**config.mk**
```make
export PLATFORM = sky130hd
export DESIGN_NAME = uart_rx_deser
export DESIGN_NICKNAME = d
export VERILOG_FILES = /design/src/rtl/uart_rx_deser.sv
export SDC_FILE = /design/constraint.sdc
export NUM_CORES = 1
export LEC_CHECK = 0
export CORE_AREA = 3 3 65 55
export CTS_CLUSTER_DIAMETER = 80
export DETAILED_ROUTE_END_ITERATION = 7
export DIE_AREA = 0 0 68 58
export DONT_BUFFER_PORTS = 1
export PLACE_DENSITY = 0.76
export SYNTH_ARGS = -nofsm -noshare
export SYNTH_HDL_FRONTEND = slang
export SYNTH_SLANG_ARGS = --single-unit
export TNS_END_PERCENT = 100
```
**constraint.sdc**
```tcl
create_clock -name clk -period 2.27 [get_ports clk]
set_input_delay 0.5675 -clock clk [delete_from_list [all_inputs] [get_ports clk]]
set_output_delay 0.5675 -clock clk [all_outputs]
set_load 0.005 [all_outputs]
```
**src/rtl/uart_rx_deser.sv**
```systemverilog
// UART receive deserializer: mid-bit sampling of a synchronized rx line,
// LSB-first reassembly with optional parity, one-cycle valid strobe plus flags.
module uart_rx_deser #(
  parameter int DATA_W     = 8,
  parameter int BAUD_DIV   = 434,
  parameter int PARITY_EN  = 1,
  parameter int PARITY_ODD = 0
) (
  input  logic              clk,
  input  logic              rst,
  input  logic              rx_i,
  output logic [DATA_W-1:0] data_o,
  output logic              valid_o,
  output logic              parity_err_o,
  output logic              frame_err_o,
  output logic              busy_o
);

  localparam int CNT_W = $clog2(BAUD_DIV);
  localparam int IDX_W = $clog2(DATA_W);

  localparam logic [CNT_W-1:0] CNT_ZERO = {CNT_W{1'b0}};
  localparam logic [CNT_W-1:0] CNT_ONE  = CNT_W'(1);
  localparam logic [CNT_W-1:0] HALF_M1  = CNT_W'(BAUD_DIV / 2 - 1);
  localparam logic [CNT_W-1:0] FULL_M1  = CNT_W'(BAUD_DIV - 1);
  localparam logic [IDX_W-1:0] IDX_ZERO = {IDX_W{1'b0}};
  localparam logic [IDX_W-1:0] IDX_ONE  = IDX_W'(1);
  localparam logic [IDX_W-1:0] IDX_LAST = IDX_W'(DATA_W - 1);
  localparam logic             ODD_L    = (PARITY_ODD != 0);
  localparam logic             PAR_L    = (PARITY_EN != 0);

  typedef enum logic [2:0] {
    S_IDLE   = 3'd0,
    S_START  = 3'd1,
    S_DATA   = 3'd2,
    S_PARITY = 3'd3,
    S_STOP   = 3'd4
  } state_t;

  // Error flag: data XOR parity bit must equal the configured sense.
  function automatic logic parity_err_f(input logic [DATA_W-1:0] d, input logic p);
    return ((^d) ^ p) != ODD_L;
  endfunction

  state_t              state_r, state_s;
  logic [CNT_W-1:0]    cnt_r, cnt_s;
  logic [IDX_W-1:0]    idx_r, idx_s;
  logic [DATA_W-1:0]   shift_r, shift_s;
  logic                par_r, par_s;
  logic                stop_r, stop_s;
  logic                done_r, done_s;

  logic [DATA_W-1:0]   data_r;
  logic                valid_r;
  logic                perr_r;
  logic                ferr_r;
  logic                busy_r;

  // Next-state and datapath update for the receive FSM.
  always_comb begin
    state_s = state_r;
    cnt_s   = cnt_r;
    idx_s   = idx_r;
    shift_s = shift_r;
    par_s   = par_r;
    stop_s  = stop_r;
    done_s  = 1'b0;
    case (state_r)
      S_IDLE: begin
        if (rx_i == 1'b0) begin
          state_s = S_START;
          cnt_s   = CNT_ZERO;
        end else begin
          state_s = S_IDLE;
        end
      end
      S_START: begin
        if (cnt_r == HALF_M1) begin
          cnt_s = CNT_ZERO;
          idx_s = IDX_ZERO;
          // A start bit that is already high again at mid-bit was a glitch.
          if (rx_i == 1'b0) begin
            state_s = S_DATA;
          end else begin
            state_s = S_IDLE;
          end
        end else begin
          cnt_s = cnt_r + CNT_ONE;
        end
      end
      S_DATA: begin
        if (cnt_r == FULL_M1) begin
          cnt_s   = CNT_ZERO;
          shift_s = {rx_i, shift_r[DATA_W-1:1]};
          if (idx_r == IDX_LAST) begin
            idx_s   = IDX_ZERO;
            state_s = PAR_L ? S_PARITY : S_STOP;
          end else begin
            idx_s = idx_r + IDX_ONE;
          end
        end else begin
          cnt_s = cnt_r + CNT_ONE;
        end
      end
      S_PARITY: begin
        if (cnt_r == FULL_M1) begin
          cnt_s   = CNT_ZERO;
          par_s   = rx_i;
          state_s = S_STOP;
        end else begin
          cnt_s = cnt_r + CNT_ONE;
        end
      end
      S_STOP: begin
        // Return to IDLE at mid-stop so a following start edge is not missed.
        if (cnt_r == FULL_M1) begin
          cnt_s   = CNT_ZERO;
          stop_s  = rx_i;
          done_s  = 1'b1;
          state_s = S_IDLE;
        end else begin
          cnt_s = cnt_r + CNT_ONE;
        end
      end
      default: begin
        state_s = S_IDLE;
        cnt_s   = CNT_ZERO;
        idx_s   = IDX_ZERO;
      end
    endcase
  end

  // FSM state, counters and capture registers.
  always_ff @(posedge clk) begin
    if (rst) begin
      state_r <= S_IDLE;
      cnt_r   <= CNT_ZERO;
      idx_r   <= IDX_ZERO;
      shift_r <= {DATA_W{1'b0}};
      par_r   <= 1'b0;
      stop_r  <= 1'b0;
      done_r  <= 1'b0;
      busy_r  <= 1'b0;
    end else begin
      state_r <= state_s;
      cnt_r   <= cnt_s;
      idx_r   <= idx_s;
      shift_r <= shift_s;
      par_r   <= par_s;
      stop_r  <= stop_s;
      done_r  <= done_s;
      busy_r  <= (state_s != S_IDLE);
    end
  end

  // Output stage: publish word and flags one cycle after the stop sample.
  always_ff @(posedge clk) begin
    if (rst) begin
      data_r  <= {DATA_W{1'b0}};
      valid_r <= 1'b0;
      perr_r  <= 1'b0;
      ferr_r  <= 1'b0;
    end else if (done_r) begin
      data_r  <= shift_r;
      valid_r <= 1'b1;
      perr_r  <= PAR_L ? parity_err_f(shift_r, par_r) : 1'b0;
      ferr_r  <= ~stop_r;
    end else begin
      valid_r <= 1'b0;
    end
  end

  assign data_o       = data_r;
  assign valid_o      = valid_r;
  assign parity_err_o = perr_r;
  assign frame_err_o  = ferr_r;
  assign busy_o       = busy_r;

endmodule

```
==> out/results.ini, run 1 <==
[detailed_routing]
ant_nets = 0
vias_per_cell = 5.45
wire_per_inst_um = 13.6
drc = 0
wirelength_um = 3030
vias = 1215
dr.pass1.iters = 6
drtIter0Drc = 62

[clock_network]
clock_latency_ns = 0.29
postCtsSetupBuffers = 0
ctsHtreeMaxLevel = 2
cts_tree = yes
cts_root_buf = clkbuf_8
postCtsResizedCells = 0
clock_sinks = 38
cts_inserted_buffers = 5
cts_hold_buf = 0
clkTransAtPathRegs_ns = 0.07
clk_path_buf_depth = 2

[logic_synthesis]
syn_nets = 192
synth_area_um2 = 1740
synth_compound_area_share_pct = 6.19
ys.flop_type = dfxtp_1
yosys_warnings = 0
synth_top_family_by_area = simple AND/OR/NAND/NOR gates
synth.area.mux_share_pct = 12.7
synth_edf_count = 0
synth_fa_ha_area_share_pct = 3.60
ys_async_sr_fraction_pct = 0
synthCells = 184
synthSimpleGateAreaFrac_pct = 21.7
synth.avg_cell_area_um2 = 9.45
synthDistinctLibCells = 36
ys_seq_area_share_pct = 43.7
synthXorXnorAreaFrac_pct = 8.35
yosys_register_bits = 38

[global_route]
grt_max_degree = 31
grt_pass1_vias = 1182
grt_pass1_wl_um = 5380
track_usage_pct = 18.3
antenna_found_initial = 0
grt.overflow.total = 0

[place]
gp_congestion = 0.768
place_area_um2 = 1740
portBuffers = 0
place_inst = 215
dp_hpwl_um = 2160

[pwr]
intPower_w = 0.000930
p_leak_nw = 0.704
pwr-share-clk_pct = 40.3
vdd_drop_max_v = 0.000436
p_sw_share_pct = 21.7
switching_power_w = 0.000258
power_density_nw_per_um2 = 649
seq_power_share_pct = 57.2
combPwrFrac_pct = 2.5

[cells_and_area]
stdcell_area_um2 = 1830
drive_above_1_share_pct = 7.65
final_cell_mix = nor2_1 (38), dfxtp_1 (38), mux2i_1 (22), nand2_1 (10), xnor2_1 (9)
n_antenna_cell = 0
nFillCells = 274
stdcell_count = 223
syn_to_final_growth_pct = 5.25
final_util_pct = 60.7
fin_nets = 190

[sta]
fin_setup_tns_ns = 0
finalClockSkew_ns = 0.00601
tightestPinTransition_ns = 0.619
period_share_pct = 85.9
finalHoldViolations = 0
finalSetupViolations = 0
hold-worst-slack_ns = 0.342
rsz0062_at_grt = false
slew_viol_final = 0
slew_headroom_pct = 58.7
timing.fmax_mhz = 513
fin_crit_ns = 1.95

[min_path]
hp-start = rst
hp-class = primary input to flop

[floorplanning]
io_pins = 15
die_h_um = 58
rows = 18
die_w_um = 68
die_area_um2 = 3940
core_um2 = 3020
initial_utilization_pct = 57.6

[setup_path]
r2r-start = cnt_r[1]
crit_arrival_ns = 2.12
setup.worst_path.start_class = flop
cp_max_fo = 9
crit_start = cnt_r[1]
endpoint_kind = flop
critPathKind = flop to flop
worstPathRequired_ns = 2.45

[run_status]
status = finished, final reports clean

[run]
cap_violations = 0

[worst max-delay path: stages (launching register included)]
cell     delay, ns
dfxtp_1       0.34
inv_1         0.10
ha_1          0.13
or4b_1        0.45
nor3_2        0.32
or4b_1        0.16
a31o_2        0.26
nor2_1        0.08
[synthesized netlist by cell type, types with 2 or more instances]
cell	n	area (um^2)
clkbuf_1	4	15.0
and2_1	3	18.8
nor3_1	2	10.0
nand2b_1	5	31.3
or4b_1	3	30.0
xnor2_1	9	78.8
mux2i_1	22	220
o21ai_0	6	30.0
a21oi_1	5	25.0
ha_1	5	62.6
nand4_1	3	18.8
buf_6	2	22.5
nor2_1	38	143
nor2b_1	3	18.8
nand2_1	10	37.5
xor2_1	5	43.8
dfxtp_1	38	761
inv_1	3	11.3
[kinds of logic (layout without fill, tap and decap cells)]
family / after synthesis / in the layout
buffers and inverters: 12 / 11
xor gates and xnor gates: 15 / 15
muxes: 22 / 22
and+or+nand+nor: 75 / 75
AOI/OAI and AO/OA: 17 / 17
DFF: 38 / 38
adders and majority gates: 5 / 5
[path summary, 6_finish.rpt]
| path | end | depth (start not counted) | slack [ns] |
|---|---|---|---|
| min reg2reg | idx_r[1] | 2 | 0.49 |
| min | state_r[2] | 1 | 0.34 |
| max | cnt_r[3] | 7 | 0.32 |
| max reg2reg | cnt_r[3] | 7 | 0.32 |
[area by class of cell]
| cell class | count | area [um^2] | area share [%] |
|---|---|---|---|
| clock buffer | 6 | 82.6 | 4.51 |
| clock inverter | 2 | 12.5 | 0.684 |
| inverter | 3 | 11.3 | 0.615 |
| multi-input combinational | 134 | 913 | 49.9 |
| sequential | 38 | 761 | 41.6 |
| tap | 40 | 50.0 | 2.73 |
[metal layers]
metal	GRT usage [%]	share of wire [%]	up-vias
li1	-	-	611
met1	23.7	46	571
met2	27.9	46	27
met3	7.17	5.9	6
met4	5.95	1.5	0
met5	0	0	-
[registers in the layout, summed over array words and instances, names as in the netlist]
name / cells
cnt_r: 9
data_o: 8
shift_r: 8
idx_r: 3
state_r: 3
busy_o: 1
done_r: 1
frame_err_o: 1
par_r: 1
parity_err_o: 1
stop_r: 1
valid_o: 1
[per-stage QoR]
step | power, W | setup slack, ns
after floorplan | 0.000730 | 0.492
after global placement | 0.000724 | 0.369
after detailed placement | 0.000725 | 0.321
after CTS | 0.00120 | 0.304
after global routing | 0.00124 | 0.198
final | 0.00119 | 0.321
[power groups by stage]
| stage | Sequential [W] | Combinational [W] | Clock [W] |
|---|---|---|---|
| floorplan | 0.000691 | 0.0000391 | 0 |
| global placement | 0.000694 | 0.0000296 | 0 |
| detailed placement | 0.000695 | 0.0000303 | 0 |
| CTS | 0.000679 | 0.0000306 | 0.000491 |
| global route | 0.000680 | 0.0000339 | 0.000525 |
| finish | 0.000679 | 0.0000302 | 0.000479 |
(Power assumes the default switching activity.)
==> run 2: changes to the inputs <==
--- a/config.mk
+++ b/config.mk
@@ -6,7 +6,7 @@
 export NUM_CORES = 1
 export LEC_CHECK = 0
 export CORE_AREA = 3 3 65 55
-export CTS_CLUSTER_DIAMETER = 80
+export CTS_CLUSTER_DIAMETER = 100
 export DETAILED_ROUTE_END_ITERATION = 7
 export DIE_AREA = 0 0 68 58
 export DONT_BUFFER_PORTS = 1
==> results of run 2 <==
Final layout, timing and power as in run 1 (identical DEF).
==> variant 1, RTL diff (flow settings as in run 2) <==
`PARITY_ODD`: 0 -> 1.
--- a/src/rtl/uart_rx_deser.sv
+++ b/src/rtl/uart_rx_deser.sv
@@ -4,7 +4,7 @@
   parameter int DATA_W     = 8,
   parameter int BAUD_DIV   = 434,
   parameter int PARITY_EN  = 1,
-  parameter int PARITY_ODD = 0
+  parameter int PARITY_ODD = 1
 ) (
   input  logic              clk,
   input  logic              rst,
Behaviour: no difference found for any inputs over 10 cycles, from zero or initial values and one cycle with rst high; that may be too few to reach the edited logic, so the function may still have changed.
==> variant 1 against run 2 <==
  * Critical path depth is the same
  * Area after synthesis increased by 1.6%
  * Worst setup slack gained 0.14 ns
  * Sequential cell count unchanged
  * Total power fell by 1.4%
  * Routed wire length grew 13%
  * Cell area is 1.8% higher
  * Final cell count grew 5.4%
  * Maximum frequency increased by 7.6%
  * Sequential power hardly changed
==> variant 1: results (changes against run 2) <==
| Metric | Value |
|---|---|
| Clock Skews | 0.00452 ns (-0.00149 ns) |
| First-pass GRT wire length | 5830 um (+8.5%) |
| Number of vias per cell | 5.61 (+3.0%) |
| Worst R2R End | busy_o$_SDFF_PP0_ |
| DRT iter0 DRCs | 172 (+180%) |
| Fraction of layout cells with a size suffix above 1 | 8.72% (+1.1 points) |
| Slowest CP cell | dfxtp_1 |
| Worst r2r src | cnt_r[0]$_SDFFE_PP0P_ |
| Flop-to-flop setup slack | 0.46 ns (+0.14 ns) |
| Total Routing Usage GR | 19.4% (+1.2 points) |
| DRT Pass-1 Iters | 4 (-2) |
| Vias in the first global route | 1,275 (+7.9%) |
| Largest net degree at the start of global routing | 32 (+3.2%) |
| GPL Wtd Cong | 0.870 (+13%) |
| Slew HR | 56.3% (-2.3 points) |
| P_leak | 0.000632 uW (-10%) |
| Maximum VDD drop | 0.465 mV (+6.8%) |
| Largest stage delay, worst path | 0.37 ns (-0.08 ns) |
| Reported net switching power | 242 uW (-6.4%) |
| Status | complete, no violations |
| HPWL Detailed | 2460 um (+14%) |
| Synth area leaders | dfxtp_1 (43%), mux2i_1 (8.5%), nor2_1 (6.4%), xnor2_1 (4.5%), nand2_1 (3.8%) |
| Largest fanout on the critical path | 5 (-4) |
| Post-Syn Nets | 202 (+5.2%) |
| Hold endpoint | stop_r$_SDFFE_PP0P_ |
| Synth top cells by count | dfxtp_1 (38), nor2_1 (30), nand2_1 (18) |
[variant 1: cell count changes after synthesis, moves of 2 or more]
cell and change:
mux2i_1 -7, a21oi_1 +8, and2_1 -2, nand3_1 +11, or4b_1 -3, nand2_1 +8
nor2_1 -8, o21ai_0 -3
[variant 1: layer usage]
layer  global-route usage [%]  wire length (um)  vias to the layer above
met2                     29.9              1620                       42
met4                     5.10                17                        0
li1                         -                 -                      663
met5                        0                 0                        -
met1                     26.4              1560                      612
met3                     6.01               209                        2
[variant 1: cell type report]
cell class / count / area [um^2] / area share (%)
clock buffers: 7 / 86.3 / 4.63
clock inverters: 1 / 5.00 / 0.268
inverters: 4 / 15.0 / 0.805
multi-input cells: 143 / 932 / 50.0
flip-flops and latches: 38 / 761 / 40.8
well taps: 40 / 50.0 / 2.68
repair buffers: 2 / 15.0 / 0.805
[variant 1: cells by family (layout without fill, tap and decap cells)]
family,after synthesis,after routing,share of synthesized area [%]
compound gates,22,22,7.22
buf+inv,13,14,4.18
fa+ha+maj,5,5,3.54
mux,15,15,8.50
xor+xnor,16,16,8.36
flops,38,38,43.1
simple gates,85,85,25.1
[variant 1: per-stage QoR]
| stage | util [%] | area [um^2] | hold slack, ns | cells | worst slack (ns) |
|---|---|---|---|---|---|
| after global routing | 61.8 | 1860 | 0.340 | 235 | 0.280 |
| after detailed placement | 58.7 | 1770 | 0.465 | 227 | 0.490 |
| after global placement | 58.7 | 1770 | 0.461 | 227 | 0.573 |
| after floorplan | - | 1770 | 0.452 | 194 | 0.576 |
| final | 61.8 | 1860 | 0.355 | 235 | 0.458 |
| after CTS | 61.8 | 1860 | 0.345 | 235 | 0.452 |
[variant 1: how the worst max path moves through the flow]
stage                          startpoint  depth (start not counted)                     to  slack (ns)
detailed placement  cnt_r[0]$_SDFFE_PP0P_                          7      busy_o$_SDFF_PP0_        0.49
global placement    cnt_r[0]$_SDFFE_PP0P_                          7  idx_r[0]$_SDFFE_PP0P_        0.57
CTS                 cnt_r[0]$_SDFFE_PP0P_                          7      busy_o$_SDFF_PP0_        0.45
global route        cnt_r[0]$_SDFFE_PP0P_                          7  idx_r[0]$_SDFFE_PP0P_        0.28
floorplan                            rx_i                          6  cnt_r[6]$_SDFFE_PP0P_        0.58
finish              cnt_r[0]$_SDFFE_PP0P_                          7      busy_o$_SDFF_PP0_        0.46
[variant 1: power groups by stage]
stage	combinational (uW)	sequential (uW)	clock, uW
3_3_place_gp	27.1	694	0
6_report	28.8	680	463
2_1_floorplan	38.2	691	0
4_1_cts	28.9	680	472
3_5_place_dp	28.9	695	0
5_1_grt	32.6	681	498
==> variant 2, RTL diff (settings of run 2) <==
Made on the original files. Make the reset (`rst`) asynchronous in 2 clocked blocks.
--- a/src/rtl/uart_rx_deser.sv
+++ b/src/rtl/uart_rx_deser.sv
@@ -131,7 +131,7 @@
   end
 
   // FSM state, counters and capture registers.
-  always_ff @(posedge clk) begin
+  always_ff @(posedge clk or posedge rst) begin
     if (rst) begin
       state_r <= S_IDLE;
       cnt_r   <= CNT_ZERO;
@@ -154,7 +154,7 @@
   end
 
   // Output stage: publish word and flags one cycle after the stop sample.
-  always_ff @(posedge clk) begin
+  always_ff @(posedge clk or posedge rst) begin
     if (rst) begin
       data_r  <= {DATA_W{1'b0}};
       valid_r <= 1'b0;
Formal check against the unedited RTL: differs if rst is asserted again (counterexample within 4 cycles, from zero or initial values and one cycle with rst high); with rst held inactive, the same outputs for 10 cycles.
==> variant 2 against run 2 <==
  * Core utilization rose by 5.5 points
  * Cell area rose by 9.0%
  * Worst setup slack got worse by 0.25 ns
  * Area after synthesis rose by 3.7%
  * Die area did not move
  * Maximum frequency fell by 11%
  * Routed wire length rose by 3.6%
  * Global-route usage rose by 0.87 points
  * Non-clock buffer count rose by 8
  * Sequential cell count did not move
  * Critical endpoint is now cnt_r[6]$_DFFE_PP0P_
  * Largest cell class is now flip-flops and latches
  * Highest routed layer unchanged
Power is not compared: it rests on default switching activity, and its combinational part moved more than twofold at a synthesized area within 25%.
==> variant 2: results (changes against run 2) <==
| Metric | Value |
|---|---|
| Status | complete, no violations |
| Synth area leaders | dfrtp_1 (53%), mux2_2 (13%), ha_1 (3.5%), xnor2_1 (3.4%), o21ai_0 (2.5%) |
| Fin nets | 172 (-9.5%) |
| DRT Pass-1 Iters | 4 (-2) |
| Via count | 1,170 (-3.7%) |
| Fraction of layout cells with a size suffix above 1 | 27.6% (+20 points) |
| Crit path DAT | 2.37 ns (+0.25 ns) |
| Sequential element share of the synthesized area | 52.7% (+9.0 points) |
| Worst Setup EP | cnt_r[6]$_DFFE_PP0P_ |
| DRT iter0 DRCs | 46 (-26%) |
| Synth top cells by count | dfrtp_1 (38), mux2_2 (21), nand2_1 (10) |
| Count of multi-input gates | 102 (-24%) |
| Inverters | 9 (+6) |
| Total Routing Usage GR | 19.1% (+0.87 points) |
| Cell variety after synth | 39 (+8.3%) |
| Mapped Area | 1800 um^2 (+3.7%) |
| Non-clk buf share | 3.01% (+3.0 points) |
| GRT met3 Usage | 6.98% (-0.19 points) |
| Post-route cell area | 2000 um^2 (+9.0%) |
| Wire length on met2 | 1480 um (+5.4%) |
| Setup crit start | cnt_r[1]$_DFFE_PP0P_ |
| Cell Area, Placed | 1890 um^2 (+9.0%) |
| Post-Syn Nets | 160 (-17%) |
| Slowest CP cell | or3_4 |
| FILL cells | 226 (-18%) |
| Met1 wire length | 1430 um (+2.3%) |
| M1 GR Usage | 24.2% (+0.52 points) |
| Flop-to-flop setup slack | 0.07 ns (-0.25 ns) |
| Placement Setup Slack | -0.00881 ns (-0.330 ns) |
| Async SR Flop Fraction | 100% (+100 points) |
| Number of sequential cells | 38 (unchanged) |
| Clk tree area frac | 4.14% (-1.1 points) |
| Clock Skews | 0.00261 ns (-0.00339 ns) |
| Tot Pwr | ~1700 uW |
| Period utilisation layout | 97.0% (+11 points) |
| HPWL Detailed | 2290 um (+6.3%) |
| Final wirelength | 3140 um (+3.6%) |
| Hold Path Class | input port to asynchronous set/reset pin |
| Avg Cell Area, Syn | 11.9 um^2 (+26%) |
| First-pass GRT wire length | 5570 um (+3.6%) |
| Seq/total area | 47.6% (+6.1 points) |
| Largest net degree at the start of global routing | 39 (+26%) |
## variant 2: changes by cell type in the layout (fill, tap and decap cells not counted), sizes merged, moves of 3 or more
| cell | delta |
|---|---|
| mux2i | -19 |
| dfxtp | -38 |
| dfrtp | +38 |
| nand2b | -4 |
| nand3 | +3 |
| buf | +8 |
| nor2b | -3 |
| nor2 | -32 |
| nand4 | -3 |
| inv | +6 |
| o21ai | +3 |
| mux2 | +21 |
## variant 2: cells by family (layout without fill, tap and decap cells)
logic type / count (synthesis) / after routing / share of synthesized area [%]
AO/OA/AOI/OAI: 24 / 24 / 9.02
XOR/XNOR: 10 / 10 / 4.85
adder cells (fa/ha/maj): 5 / 5 / 3.47
buffers and inverters: 12 / 23 / 2.70
flip-flops: 38 / 38 / 52.7
multiplexers: 24 / 24 / 14.8
AND/OR/NAND/NOR: 39 / 39 / 12.5
## variant 2: what timing repair did
item / in CTS / in global routing
pin swaps: 0 / 3
setup buffers: 0 / 1
gates cloned: 0 / 0
setup endpoints to repair: 4 / 6
resized for setup: 1 / 5
